`config.mk`:
```
export PLATFORM = sky130hd
export DESIGN_NAME = cordic_result_collector
export DESIGN_NICKNAME = d
export VERILOG_FILES = /design/src/rtl/cordic_result_collector.sv
export SDC_FILE = /design/constraint.sdc
export NUM_CORES = 1
export LEC_CHECK = 0
export ABC_AREA = 1
export BUFFER_PORTS_ARGS = -buffer_cell sky130_fd_sc_hd__buf_2
export CORE_AREA = 2 2 139 277
export CTS_CLUSTER_SIZE = 16
export DETAILED_ROUTE_END_ITERATION = 10
export DIE_AREA = 0 0 141 279
export HOLD_SLACK_MARGIN = 0.15
export PLACE_DENSITY = 0.75
export SLEW_MARGIN = 10
export SYNTH_ARGS = -nofsm -noshare
export SYNTH_HDL_FRONTEND = slang
export SYNTH_SLANG_ARGS = --single-unit
```
`constraint.sdc`:
```
create_clock -name clk -period 3.8 [get_ports clk]
set_clock_uncertainty 0.05 [all_clocks]
set_input_delay 0 -clock clk [delete_from_list [all_inputs] [get_ports clk]]
set_output_delay 0 -clock clk [all_outputs]
set_load 0.05 [all_outputs]
```
`src/rtl/cordic_result_collector.sv`:
```
// rtl/cordic_result_collector.sv - CORDIC output qualifier and show-ahead result FIFO; optional gain compensation under CORDIC_GAIN_COMP_EN
module cordic_result_collector #(
    parameter int WIDTH        = 16,
    parameter int FRAC_WIDTH   = 8,
    parameter int PIPE_LATENCY = 6,
    parameter int DEPTH        = 8,
    parameter int CNT_WIDTH    = 4
) (
    input  logic                 clk,
    input  logic                 reset,
    input  logic                 in_valid,
    input  logic [WIDTH-1:0]     x_in,
    input  logic [WIDTH-1:0]     y_in,
    input  logic [WIDTH-1:0]     degree_in,
    output logic                 out_valid,
    input  logic                 out_ready,
    output logic [WIDTH-1:0]     x_res,
    output logic [WIDTH-1:0]     y_res,
    output logic [WIDTH-1:0]     degree_res,
    output logic [CNT_WIDTH-1:0] fifo_count,
    output logic                 overflow,
    input  logic                 clear_overflow
);

    localparam int AW = $clog2(DEPTH);

    // Elaboration-time parameter sanity checks
    generate
        if (CNT_WIDTH != $clog2(DEPTH + 1)) begin : g_bad_cnt_width
            $error("CNT_WIDTH must equal clog2(DEPTH+1)");
        end
        if (FRAC_WIDTH >= WIDTH) begin : g_bad_frac_width
            $error("FRAC_WIDTH must be smaller than WIDTH");
        end
    endgenerate

    // Valid delay line mirroring the pipeline depth
    logic [PIPE_LATENCY-1:0] vdly_q, vdly_d;
    logic                    res_valid;

    generate
        if (PIPE_LATENCY == 1) begin : g_dly_one
            assign vdly_d = in_valid;
        end else begin : g_dly_many
            assign vdly_d = {vdly_q[PIPE_LATENCY-2:0], in_valid};
        end
    endgenerate

    assign res_valid = vdly_q[PIPE_LATENCY-1];

    // Write-side view of the qualified result (optionally gain compensated)
    logic             wr_valid;
    logic [WIDTH-1:0] wr_x, wr_y, wr_deg;

`ifdef CORDIC_GAIN_COMP_EN
    // K = 0.607253 in Q1.15; products are signed and truncated after >>15
    localparam logic signed [WIDTH+15:0] GAIN_K = (WIDTH+16)'(19898);

    logic signed [WIDTH+15:0] x_ext, y_ext, x_prod, y_prod;
    logic                     gv_q;
    logic [WIDTH-1:0]         gx_q, gy_q, gdeg_q;

    assign x_ext  = {{16{x_in[WIDTH-1]}}, x_in};
    assign y_ext  = {{16{y_in[WIDTH-1]}}, y_in};
    assign x_prod = x_ext * GAIN_K;
    assign y_prod = y_ext * GAIN_K;

    // Gain stage register: valid and data move together, adding one cycle
    always_ff @(posedge clk or negedge reset) begin
        if (!reset) begin
            gv_q   <= 1'b0;
            gx_q   <= '0;
            gy_q   <= '0;
            gdeg_q <= '0;
        end else begin
            gv_q   <= res_valid;
            gx_q   <= WIDTH'(x_prod >>> 15);
            gy_q   <= WIDTH'(y_prod >>> 15);
            gdeg_q <= degree_in;
        end
    end

    assign wr_valid = gv_q;
    assign wr_x     = gx_q;
    assign wr_y     = gy_q;
    assign wr_deg   = gdeg_q;
`else
    assign wr_valid = res_valid;
    assign wr_x     = x_in;
    assign wr_y     = y_in;
    assign wr_deg   = degree_in;
`endif

    // FIFO state
    logic [AW-1:0]        wr_ptr_q, wr_ptr_d;
    logic [AW-1:0]        rd_ptr_q, rd_ptr_d;
    logic [CNT_WIDTH-1:0] count_q, count_d;
    logic                 overflow_q, overflow_d;
    logic [WIDTH-1:0]     x_res_q, x_res_d;
    logic [WIDTH-1:0]     y_res_q, y_res_d;
    logic [WIDTH-1:0]     deg_res_q, deg_res_d;
    logic [WIDTH-1:0]     x_mem   [DEPTH];
    logic [WIDTH-1:0]     y_mem   [DEPTH];
    logic [WIDTH-1:0]     deg_mem [DEPTH];

    logic full, empty, pop, push, drop;

    // Handshake decode: a full FIFO still takes a write when the head leaves this cycle
    always_comb begin
        full  = (count_q == CNT_WIDTH'(DEPTH));
        empty = (count_q == '0);
        pop   = !empty && out_ready;
        push  = wr_valid && (!full || pop);
        drop  = wr_valid && full && !pop;
    end

    // Pointer, occupancy and sticky overflow next-state
    always_comb begin
        wr_ptr_d   = push ? wr_ptr_q + AW'(1) : wr_ptr_q;
        rd_ptr_d   = pop  ? rd_ptr_q + AW'(1) : rd_ptr_q;
        count_d    = count_q;
        if (push && !pop) begin
            count_d = count_q + CNT_WIDTH'(1);
        end else if (pop && !push) begin
            count_d = count_q - CNT_WIDTH'(1);
        end
        overflow_d = overflow_q;
        if (drop) begin
            overflow_d = 1'b1;
        end else if (clear_overflow) begin
            overflow_d = 1'b0;
        end
    end

    // Next head value; the slot being written this edge is forwarded from the write data
    always_comb begin
        x_res_d   = x_res_q;
        y_res_d   = y_res_q;
        deg_res_d = deg_res_q;
        if (count_d != '0) begin
            if (push && (wr_ptr_q == rd_ptr_d)) begin
                x_res_d   = wr_x;
                y_res_d   = wr_y;
                deg_res_d = wr_deg;
            end else begin
                x_res_d   = x_mem[rd_ptr_d];
                y_res_d   = y_mem[rd_ptr_d];
                deg_res_d = deg_mem[rd_ptr_d];
            end
        end
    end

    // Storage array, written only on an accepted push
    always_ff @(posedge clk) begin
        if (push) begin
            x_mem[wr_ptr_q]   <= wr_x;
            y_mem[wr_ptr_q]   <= wr_y;
            deg_mem[wr_ptr_q] <= wr_deg;
        end
    end

    // Control and head registers; reset also flushes in-flight valids
    always_ff @(posedge clk or negedge reset) begin
        if (!reset) begin
            vdly_q     <= '0;
            wr_ptr_q   <= '0;
            rd_ptr_q   <= '0;
            count_q    <= '0;
            overflow_q <= 1'b0;
            x_res_q    <= '0;
            y_res_q    <= '0;
            deg_res_q  <= '0;
        end else begin
            vdly_q     <= vdly_d;
            wr_ptr_q   <= wr_ptr_d;
            rd_ptr_q   <= rd_ptr_d;
            count_q    <= count_d;
            overflow_q <= overflow_d;
            x_res_q    <= x_res_d;
            y_res_q    <= y_res_d;
            deg_res_q  <= deg_res_d;
        end
    end

    assign out_valid  = !empty;
    assign fifo_count = count_q;
    assign overflow   = overflow_q;
    assign x_res      = x_res_q;
    assign y_res      = y_res_q;
    assign degree_res = deg_res_q;

endmodule

```
==> impl_summary.md, run 1 <==
Outcome
The flow ran to the end, and the final reports show no timing, DRC or antenna violations.

Layout
The fraction of final layout cells sized beyond drive strength 1 is 0.1014. The final core utilization is 0.6239. Leaving out fill and tap cells, the most frequent cells in the layout are nand2_1, nand3_1, inv_1. In the final layout, the multi-input gates occupy 5194 µm². The area growth from synthesis to layout is 14.43%. After filler insertion, the fill cell instance count of the layout stands at 2877. The area of all sequential standard cells is 13160 µm².

The library cell used most frequently in the layout, excluding fill and tap cells, is nand2_1. After the last flow step, the layout net total stands at 2275.

Yosys
The number of flops mapped to enable cells by yosys is 384. The share of the Yosys chip area taken by registers is 0.6494. For this run, the leading register cell type out of synthesis is edfxtp_1.

The summed instance area of the synthesized netlist is 20260 µm². The unique cell type count in the Yosys netlist is 23. Of all cell types, the one taking the most synthesized area is edfxtp_1. In the post-synthesis netlist, the biggest area contributors are edfxtp_1, nand3_1, dfrtp_1, nand2_1, inv_1.

The async set-or-reset flop fraction in the synthesized netlist is 0.1448. The top-area cell type share of the netlist area is 0.5691. Synthesis produced a netlist with a net count of 2160. In the synthesized netlist, the number of instances is 2103.

The average cell area after synthesis is 9.634 µm². For this run, the number of Yosys warnings is 0. The flip-flop and latch count after synthesis is 449.

GRT
In this run the most used layer during global routing was met2. The first global-routing pass estimated 80650 µm of wire. Entering global routing, the biggest net connects 101 pins.

Across every metal layer, demand over resource in global routing totals 0.2646. In the global route stage, met2 resource usage came out at 0.4807. The overflow left after global routing is 0. The number of global-route vias before repair is 15640. For this run, global-route usage on met1 was measured as 0.2947. The met3 routing resource usage after global routing is 0.03499. The initial antenna violation count is 3.

Timing
Derived from the worst setup path, the maximum achievable clock frequency is 325.6 MHz. The total negative slack for setup checks is 0 ps. Setup repair after global routing left no endpoint under its margin. For the pin with the worst max-slew slack, the measured transition is 1074 ps. The count of pins over their slew limit is 0.

The final-report hold violation count came to 0. Dividing the final minimum period by the clock period gives 0.8082. The smallest clock period supported by the final layout is computed as 3071 ps. Setup violations remaining at the end of the flow were counted as 0. The worst max-slew margin expressed relative to the limit is 0.2837. The setup slack after layout is 728.9 ps. The tightest hold path in the finished design has a slack of 135.1 ps.

Clock tree
The total CTS buffers is 39. The H-tree depth is 2. TritonCTS built the clock tree. The post-CTS setup buffer count is 0.

Clock tree synthesis found a total of 449 sinks. Clock latency on the worst-skew pair, taken at its later pin, is 550 ps. Counting along the longest clock path gives a buffer depth of 3. After clock tree synthesis, the clock-pin slew on the worst setup and hold paths is 70 ps. The clock tree root driver cell is clkbuf_16.

Critical path
The total number of cells along the worst setup path is 13. The largest individual stage delay along the critical path comes from the cell dfrtp_1. STA classifies the critical path startpoint as a flip-flop. Data arrives at the worst endpoint at 3450 ps.

The kind of cell with the highest combined delay on the critical path is simple AND/OR/NAND/NOR gates. Of all nets on the critical path, the largest fanout is 35. The most repeated library cell on the critical path is nor2_1.

The critical path start-end classification is flip-flop to flip-flop. The critical path contains buffers and inverters numbering 2 combined. The longest individual stage delay on the worst path is 450 ps. The worst setup path is captured at a flip-flop. Data on the critical path is required at its endpoint by 4180 ps. The worst register-to-register path has a depth of 13. The critical path goes through inv_1 > ha_1 > nand2_4 > nand3_4 > nand3_1 > nand2_1 > nor2_4 > nand3_2 > buf_12 > nand2_1 > nor2_1 > nor2_1 > nor2_1.

Power
Of the total power, the clock network draws 0.207. The share of total power dissipated in sequential elements is 0.332. Cell internal power was estimated by the tool at 0.01112 W.

The net switching power is 0.008887 W. The switching part of the total power is 0.4443. The static power due to leakage is 10.60 nW. The part of the power in combinational logic is 0.461. The power density relative to cell area is 862.8 nW/µm².

The worst IR drop on VDD is 902.3 µV.

Floorplanning
The area of the die is 39340 µm². The placeable core area is 37160 µm². The vertical die dimension is 279 µm. For this configuration, the core starts out at a cell density of 0.5452. The I/O pin count is 107. The initialized floorplan defines 100 standard-cell rows. The horizontal extent of the die is 141 µm.

Placement
Detailed placement ended at an HPWL of 27550 µm. The number of port buffers is 106. The worst setup slack before clock tree synthesis is 824.3 ps. The placer's final routability congestion estimate is 0.7912.

Job
The tool flagged a number of max-cap violations equal to 0.

Detailed routing
After detailed routing, the number of remaining DRC violations is 0. The first-pass iteration count of the detailed router is 6. The number of design-rule violations left by the first detailed-router iteration is 1472. The detail route stage leaves a number of antenna-violating nets equal to 0. The total number of vias is 15300.

The detail-routed via count per cell is 5.642. The final layout contains routed wiring with a total length of 51790 µm. The detailed-route wire length per cell is 19.11 µm.

Min path
The tightest min-delay check is of the input port to asynchronous set/reset pin type.
[power by group through the flow]
stage	logic (W)	clock network [W]	registers (W)
after CTS	0.00916	0.00419	0.00663
after detailed placement	0.00905	0	0.00673
after global routing	0.0101	0.00437	0.00670
final	0.00922	0.00415	0.00664
after floorplan	0.00553	0	0.00766
after global placement	0.00884	0	0.00669
[layer usage]
layer / wire, µm / part of all wire / vias to the layer above
met1: 18050 / 0.35 / 7301
li1: - / - / 6987
met5: 0 / 0 / -
met3: 3953 / 0.076 / 181
met4: 2403 / 0.046 / 0
met2: 27380 / 0.53 / 827
[repair_timing]
action                    4_1_cts  5_1_grt
hold buffers                   55        0
gates resized for setup         0        0
hold endpoints to repair      503        0
[registers in the layout (all words and copies together) (netlist names)]
| signal | count |
|---|---|
| deg_mem | 128 |
| degree_res | 16 |
| fifo_count | 4 |
| overflow | 1 |
| rd_ptr_q | 3 |
| vdly_q | 6 |
| wr_ptr_q | 3 |
| x_mem | 128 |
| x_res | 16 |
| y_mem | 128 |
| y_res | 16 |
[through the flow]
step | cells | instance area, µm² | total power, W
3_3_place_gp | 2581 | 21310 | 0.01553
5_1_grt | 2711 | 23180 | 0.02115
3_5_place_dp | 2581 | 21310 | 0.01578
4_1_cts | 2708 | 23180 | 0.01998
2_1_floorplan | 2103 | 20270 | 0.01318
6_report | 2711 | 23180 | 0.02000
[final cells by class]
class	instances	area share
sequential	449	0.5675
multi-input combinational	1148	0.2240
timing repair buffer	192	0.06379
inverter	388	0.06282
clock buffer	50	0.04474
tap	459	0.02477
clock inverter	22	0.01198
antenna	3	0.0003238
[kinds of logic (layout without fill, tap and decap cells)]
kind of cell             Yosys count  count (layout)  synth area share
buffers and inverters            506             652            0.1010
XOR/XNOR                           4               4          0.001729
AO/OA/AOI/OAI                      5               5          0.001235
flip-flops                       449             449            0.6494
AND/OR/NAND/NOR                 1135            1135            0.2442
adder cells (fa/ha/maj)            4               4          0.002470
other                              0               3                 0
[worst paths after layout]
check / start / end / slack (ps)
max in group asynchronous: reset / x_res[12] / 2850
worst max-delay path: fifo_count[0] / degree_res[13] / 730
min in group clk: degree_in[4] / deg_mem[2][4] / 220
worst min-delay path: reset / x_res[0] / 140
worst min register to register: vdly_q[3] / vdly_q[4] / 300
worst max register to register: fifo_count[0] / degree_res[13] / 730
[Yosys cell counts, types with 3 or more instances]
library cell	instances
nand2_1	431
nand3_1	398
inv_1	388
edfxtp_1	384
nor2_1	242
dfrtp_1	65
buf_2	51
nand4_1	49
clkbuf_1	27
buf_1	21
buf_4	16
nand2_2	6
ha_1	4
xor2_1	4
buf_6	3
nand2_4	3
Note: power is estimated with default switching activity, not from simulation.
==> inputs of run 2 (changes only) <==
Settings changed: ABC_AREA 1 to 0, CORE_AREA 2 2 139 277 to 2 2 134 266, DIE_AREA 0 0 141 279 to 0 0 136 268.
Clock period 3.8 ns to 2.55 ns, I/O delays scaled along.
==> run 2 against run 1 <==
  * The run now ends with setup timing left
  * First-iteration DRC count down 47%
  * Critical path depth shrank 2
  * Global-route usage down 2.9 points
  * Count of clock-buffer cells in the layout rose by 6
  * Combinational power up 55%
  * Clock power up 35%
  * Non-clock buffer count is 66 higher
  * Via count shrank 31%
  * Fmax increased by 11%
  * Worst hold slack better by 93 ps
  * Largest cell class unchanged
==> impl_summary.md, run 2 <==
Yosys
The largest family of logic cells by synthesized area is multiplexers. The XOR/XNOR share of the synthesized area came to 0.002814 (+0.001085). The part of the Yosys area used for sequential elements is 0.7045 (+0.05513).

The most common cell in the synthesized netlist is edfxtp_1. The dominant register cell in the synthesized netlist is edfxtp_1. The summed instance area of the synthesized netlist is 18680 µm² (-7.8%).

The adder and majority gate portion of the synthesized area is 0.002680 (+0.0002097). The area share of and/or/nand/nor cells after synthesis is 0.04697 (-0.1972). The flip-flop and latch count after synthesis came to 449 (unchanged).

The complex-gate fraction of the synthesized area is 0.03390 (+0.03267). The unique cell type count in the Yosys netlist is 46 (+100%). The top-area cell type share of the netlist area came to 0.6174 (+0.04831). The total number of yosys warnings is 0 (unchanged).

The average cell area after synthesis is 17.16 µm² (+78%). Yosys attributes the largest share of cell area to edfxtp_1, mux2i_1, dfrtp_1, and3_1, mux2_2. The synthesized netlist net count is 1145 (-47%). The number of flops mapped to enable cells by yosys is 384 (unchanged).

The number of standard cells after synthesis was 1088 (-48%). The proportion of synthesized area in mux cells is 0.1838 (+0.1838). Of all cell types, the one taking the most synthesized area is edfxtp_1. The async set-or-reset flop fraction in the synthesized netlist is 0.1448 (unchanged). By count the netlist is led by edfxtp_1, mux2i_1, and3_1.

Timing
The setup slack after layout was -206.4 ps (-935.2 ps). The shortest period the worst path allows came to 2756 ps (-314.8 ps). The maximum clock frequency is 362.8 MHz (+11%).

The worst max-slew margin expressed relative to the limit is 0.6166 (+0.3329). The hold slack is 228.3 ps (+93.29 ps). The total negative slack for setup checks is -8404 ps (-8404 ps). The final-report hold violation count is 0 (unchanged). The count of pins over their slew limit is 0 (unchanged).

Setup repair after global routing could not meet its margin everywhere. The final number of setup-violating endpoints came to 47 (+47). The pin slew with the least headroom to its limit is 575.1 ps (-499.3 ps).

The final worst-path cycle share came to 1.081 (+0.2727).

Job
The number of max-cap violations is 0 (unchanged).

Clock tree
The H-tree depth is 2 (unchanged). The maximum buffer depth of the clock tree was 3 (unchanged). The clock tree root driver cell is clkbuf_16. The clock sink count is 449 (unchanged).

The CTS tree is done. The total CTS buffers is 37 (-5.1%). The clock transition at the registers of the reported paths is 70 ps (about the same). The clock network latency to the later pin of the worst-skew pair is 550 ps (about the same).

Detailed routing
The first-pass iteration count of the detailed router is 5 (-1). The total wirelength of the detailed-routed design is 41930 µm (-19%). The detailed-route wire length per cell came to 23.54 µm (+23%).

The number of antenna-violating nets in the routed design was 0 (unchanged). The number of design-rule violations left by the first detailed-router iteration was 777 (-47%). The total number of vias is 10550 (-31%). The detail-routed via count per cell is 5.924 (+5.0%). The remaining design rule violation count is 0 (unchanged).

GRT
After global routing, the most crowded layer is met2. The global-route wire length before repair came to 63590 µm (-21%). The met3 routing resource usage after global routing is 0.03169 (-0.003293).

The global-route track usage on met1 was 0.2651 (-0.02962). The largest net degree at the start of global routing is 41 (-59%). The initial antenna violation count is 2 (-1). The overflow left after global routing is 0 (unchanged). The number of global-route vias before repair is 11160 (-29%).

The total routing usage reported by global routing came to 0.2357 (-0.02888). The met2 global-route usage is 0.4327 (-0.04797).

Critical path
The startpoint identified for the worst register-to-register timing path is fifo_count[0]. The slack of the worst reg-to-reg path was -210 ps (-940 ps). The critical path endpoint category is a flip-flop. In this run the critical register-to-register path is captured at degree_res[6]. STA classifies the critical path startpoint as a flip-flop. The required time reported for the critical path endpoint is 2920 ps (-1260 ps). The critical path start-end classification is flip-flop to flip-flop.

The end of the critical path is degree_res[6]. The worst path arrival time came to 3130 ps (-320 ps). Tracing the worst setup path back leads to its startpoint at fifo_count[0].

The cell depth of the worst flop-to-flop path was 11 (-2). The critical-path maximum fanout is 19 (-46%).

Layout
The final standard cell area without fillers is 22710 µm² (-2.0%). The most common library cell in the layout ignoring fill and taps is edfxtp_1. The area of the multi-input gates is 5470 µm² (+5.3%). The post-layout net count is 1368 (-40%). The number of filler cells placed in the layout is 2383 (-17%). The area of all sequential standard cells was 13160 µm² (about the same). In the final layout, the registers with the most flip-flops are deg_mem (128), x_mem (128), y_mem (128).

The fraction of final layout cells sized beyond drive strength 1 is 0.2504 (+0.1490). Compared with the post-synthesis result, the final layout area differs by 21.60%. The library cells used most frequently in the layout, excluding fill and tap cells, are edfxtp_1, mux2i_1, buf_2.

Power
The power density relative to cell area came to 1322 nW/µm² (+53%). The static power due to leakage was 9.036 nW (-15%). The part of the power in combinational logic is 0.475 (+0.014). The internal power summed over all cells is 0.01915 W (+72%). The part of the power in the clock network came to 0.187 (-0.020). The share of power burned in registers is 0.338 (+0.006). The worst IR drop on VDD is 1093 µV (+21%).

The net switching power is 0.01088 W (+22%). The switching part of the total power is 0.3624 (-0.08190).

Floorplanning
The starting density of the core is 0.5436 (-0.001585). The area of the die is 36450 µm² (-7.3%). The placeable core area was 34350 µm² (-7.6%). The I/O pin count is 107 (unchanged). The horizontal extent of the die came to 136 µm (-3.5%).

The vertical die dimension came to 268 µm (-3.9%). The placement row count was 96 (-4.0%).

Placement
The half-perimeter wire length after detailed placement was 25240 µm (-8.4%). The area of placed instances is 20820 µm² (-2.3%). The placer's final routability congestion estimate is 0.8369 (+5.8%). The number of port buffers is 106 (unchanged).

Min path
The startpoint identified for the worst hold timing path is y_in[13]. The type of the most critical hold path is input port to flip-flop.

Outcome
The final reports fail on setup timing. The flow ran to the end, but the final reports show violations.
[run 2: what timing repair did]
item | in CTS | in global routing
hold buffers | 57 | 0
pin swaps | 0 | 1
resized for setup | 9 | 17
endpoints found under the hold margin | 503 | 0
cloned | 0 | 0
endpoints found under the setup margin | 47 | 59
setup buffers | 2 | 1
[run 2: how the worst min path moves through the flow]
stage | end | slack (ps) | cells after the start
3_3_place_gp | degree_res[6] | -50 | 1
6_report | y_mem[4][13] | 230 | 2
2_1_floorplan | degree_res[0] | -350 | 0
5_1_grt | x_mem[6][6] | 240 | 2
3_5_place_dp | degree_res[7] | -30 | 1
4_1_cts | y_mem[5][13] | 210 | 2
[run 2: critical path, stage by stage, from the launching register on]
cell,delay [ps]
dfrtp_2,410
inv_2,80
ha_4,150
nor3b_4,240
inv_4,70
a221o_4,410
buf_12,170
xnor2_4,140
nand4_1,170
and2_4,240
buf_12,160
a221o_1,340
[run 2: layout make-up]
cell class,instances,share of cell area
antenna,2,0.0002204
clock buffer,56,0.04617
clock inverter,10,0.006006
inverter,10,0.001983
multi-input combinational,555,0.2409
sequential,449,0.5796
tap,441,0.02430
timing repair buffer,258,0.1009
[run 2: logic make-up after synthesis]
| logic type | Yosys count |
|---|---|
| DFF | 449 |
| muxes | 337 |
| and+or+nand+nor | 141 |
| buffers and inverters | 84 |
| AOI/OAI and AO/OA | 67 |
| xor gates and xnor gates | 6 |
| adders and majority gates | 4 |
[run 2: layer usage]
layer | vias up | wire, µm
met3 | 112 | 2207
met5 | - | 0
met4 | 0 | 1695
li1 | 4721 | -
met2 | 380 | 22840
met1 | 5338 | 15190
[run 2: per-stage QoR]
stage,setup slack [ps],util,instances,total power [W]
after CTS,-190.7,0.6588,1778,0.03004
after global placement,-150.3,0.6059,1653,0.02391
after detailed placement,-223.5,0.6059,1653,0.02426
after global routing,-299.1,0.6611,1781,0.03128
after floorplan,-798.4,-,1088,0.02017
final,-206.4,0.6611,1781,0.03003
[run 2: power groups by stage]
stage	registers, W	logic, W	clock network (W)
after CTS	0.0101	0.0142	0.00568
after floorplan	0.0115	0.00862	0
after global routing	0.0102	0.0151	0.00593
final	0.0101	0.0143	0.00561
after detailed placement	0.0103	0.0140	0
after global placement	0.0102	0.0137	0
==> inputs of run 3 (changes only) <==
Settings changed: REMOVE_ABC_BUFFERS from default to 1.
==> run 3 against run 2 <==
  * The flow still finishes with violations (setup timing)
  * Final area rose by 0.30%
  * Sequential power barely moved
  * Worst hold slack got worse by 8.2 ps
  * Clock power rose by 0.9%
  * First-iteration DRC count rose by 23%
  * Final cell count rose by 0.11%
  * Sequential share of layout area fell by 0.19 points
  * Combinational power rose by 3%
  * Critical path type unchanged
==> impl_summary.md, run 3 (synthesized netlist as in run 2, its figures left out) <==
Outcome
The run finished, with violations left. The checks that failed: setup timing.

Detailed routing
The first-pass iteration count of the detailed router is 5 (unchanged). The total wirelength of the detailed-routed design is 45020 µm (+7.4%). The detailed-route wire length per cell is 25.25 µm (+7.3%). The number of antenna-violating nets in the routed design was 0 (unchanged). The total number of vias is 10770 (+2.0%). The detail-routed via count per cell came to 6.039 (+1.9%).

The remaining design rule violation count is 0 (unchanged). The number of design-rule violations left by the first detailed-router iteration was 955 (+23%).

Power
The power density relative to cell area is 1340 nW/µm² (+1.3%). The static power due to leakage is 8.971 nW (-0.72%). The share of power burned in registers is 0.334 (-0.004). The switching part of the total power was 0.3717 (+0.009267). The part of the power in combinational logic is 0.480 (+0.005). The net switching power is 0.01134 W (+4.2%). The internal power summed over all cells is 0.01917 W (+0.15%). The part of the power in the clock network is 0.186 (about the same). The worst IR drop on VDD was 802.8 µV (-27%).

Critical path
The worst setup path is captured at a flip-flop. The worst reg2reg path endpoint is x_res[4]. The slack of the worst reg-to-reg path is -240 ps (-30 ps).

The critical-path maximum fanout is 5 (-14). By instance count, the cell type seen most on the critical path is inv_2. The cell depth of the worst flop-to-flop path is 11 (unchanged). The worst setup path is launched from a flip-flop. The slowest stage of the critical path belongs to the cell dfrtp_1. The critical path buffer and inverter count came to 4 (unchanged). The longest individual stage delay on the worst path is 400 ps (about the same). The worst path arrival time came to 3150 ps (+20 ps). The critical path start-end classification is flip-flop to flip-flop. The required time reported for the critical path endpoint is 2910 ps (about the same).

Broken down by cell family, the worst path's largest delay share belongs to compound AO/OA/AOI/OAI gates. The total number of cells along the worst setup path came to 11 (unchanged). Walking the worst path, the cells encountered are inv_2 > ha_4 > nor3b_4 > inv_2 > a221o_4 > buf_12 > buf_16 > mux2i_2 > mux2i_1 > mux2_2 > a221o_1. The startpoint of the worst-slack reg-to-reg timing path is fifo_count[1].

Layout
The number of non-filler instances in the completed layout is 1783 (+0.11%). The top cell types in the final layout, fill and taps aside, are edfxtp_1, mux2i_1, buf_2. The fraction of final layout cells sized beyond drive strength 1 is 0.2513 (+0.0009313).

The most common library cell in the layout ignoring fill and taps is edfxtp_1. The final standard cell area without fillers is 22780 µm² (+0.30%). The largest registers in the layout are deg_mem (128), x_mem (128), y_mem (128).

From synthesis to final layout, the design area changed by 21.96%. The post-layout net count is 1368 (unchanged).

GRT
The number of global-route vias before repair is 11230 (+0.66%). The largest net degree at the start of global routing was 43 (+4.9%). The initial antenna violation count is 1 (-1).

The total routing usage reported by global routing is 0.2442 (+0.008497). The overflow left after global routing came to 0 (unchanged). The global-route wire length before repair is 65800 µm (+3.5%).

Floorplanning
The placeable core area is 34350 µm² (unchanged). The vertical die dimension is 268 µm (unchanged). The placement row count is 96 (unchanged). The I/O pin count is 107 (unchanged).

The area of the die is 36450 µm² (unchanged). The horizontal extent of the die is 136 µm (unchanged). The starting density of the core is 0.5436 (unchanged).

Clock tree
The H-tree depth was 2 (unchanged). The maximum buffer depth of the clock tree was 3 (unchanged). The clock network latency to the later pin of the worst-skew pair is 530 ps (-20 ps).

The CTS tree is done. The clock transition at the registers of the reported paths is 70 ps (about the same). The clock sink count is 449 (unchanged). The clock tree root driver cell is clkbuf_16.

The total CTS buffers was 38 (+2.7%).

Placement
The area of placed instances was 20340 µm² (-2.3%). The worst setup slack before clock tree synthesis is -334.7 ps (-111.2 ps). The placer's final routability congestion estimate is 0.8263 (-1.3%). The half-perimeter wire length after detailed placement is 23890 µm (-5.3%). The number of instances in the placed design is 1631 (-1.3%). The number of port buffers is 106 (unchanged).

Min path
In this run the most critical hold path is launched from x_in[13]. The tightest min-delay check is of the input port to flip-flop type. The count of cells along the worst hold path is 2 (unchanged). The worst hold path terminates at x_mem[1][13].

Timing
The hold slack was 220.1 ps (-8.244 ps). Setup repair after global routing could not meet its margin everywhere. The setup slack after layout is -239.8 ps (-33.45 ps). The pin slew with the least headroom to its limit is 607.6 ps (+32.56 ps). The worst max-slew margin expressed relative to the limit is 0.5949 (-0.02171). The final number of setup-violating endpoints was 47 (unchanged). The total negative slack for setup checks came to -9675 ps (-1270 ps). The maximum clock frequency is 358.4 MHz (-1.2%). The final-report hold violation count came to 0 (unchanged). The final worst-path cycle share was 1.094 (+0.01312).

The count of pins over their slew limit is 0 (unchanged). The shortest period the worst path allows is 2790 ps (+33.45 ps).

Job
The number of max-cap violations was 0 (unchanged).
==> run 3: repair_timing <==
item	in CTS	in global routing
cloned	9	5
hold buffers	57	0
pin swaps	11	7
endpoints found under the setup margin	172	204
endpoints found under the hold margin	504	0
gates resized for setup	31	25
setup buffers	7	4
==> run 3: layer usage <==
metal	part of all wire	routed length [µm]	vias to the layer above	global-route usage
met5	0	0	-	0
met4	0.043	1951	0	0.1073
met3	0.053	2402	109	0.02811
met2	0.53	23950	452	0.4434
met1	0.37	16720	5464	0.2888
li1	-	-	4742	-
==> run 3: power groups by stage <==
stage / Sequential (W) / Combinational (W) / Clock, W
after global placement: 0.0102 / 0.0127 / 0
after floorplan: 0.0117 / 0.00573 / 0
final: 0.0102 / 0.0147 / 0.00566
after global routing: 0.0103 / 0.0154 / 0.00601
after CTS: 0.0102 / 0.0141 / 0.00574
after detailed placement: 0.0103 / 0.0130 / 0
==> run 3: final cells by class <==
| class | count | area (µm²) |
|---|---|---|
| Antenna cell | 1 | 2.502 |
| Clock buffer | 50 | 1090 |
| Multi-Input combinational cell | 556 | 5298 |
| Tap cell | 441 | 551.8 |
| Sequential cell | 449 | 13160 |
| Fill cell | 2370 | 11580 |
| Clock inverter | 20 | 128.9 |
| Timing Repair Buffer | 256 | 2506 |
| Inverter | 10 | 42.54 |
==> run 3: worst max path at each step <==
stage	startpoint	to	slack, ps
floorplan	fifo_count[0]	degree_res[0]	-7180
detailed placement	fifo_count[0]	y_res[6]	-330
finish	fifo_count[1]	x_res[4]	-240
global route	fifo_count[0]	y_res[12]	-300
CTS	fifo_count[0]	degree_res[8]	-190
global placement	fifo_count[0]	y_res[3]	-230
==> run 3: stage by stage <==
stage / util / total power, W
after detailed placement: 0.5922 / 0.02327
after CTS: 0.6568 / 0.03002
final: 0.6630 / 0.03052
after global placement: 0.5922 / 0.02295
after floorplan: - / 0.01740
after global routing: 0.6630 / 0.03164
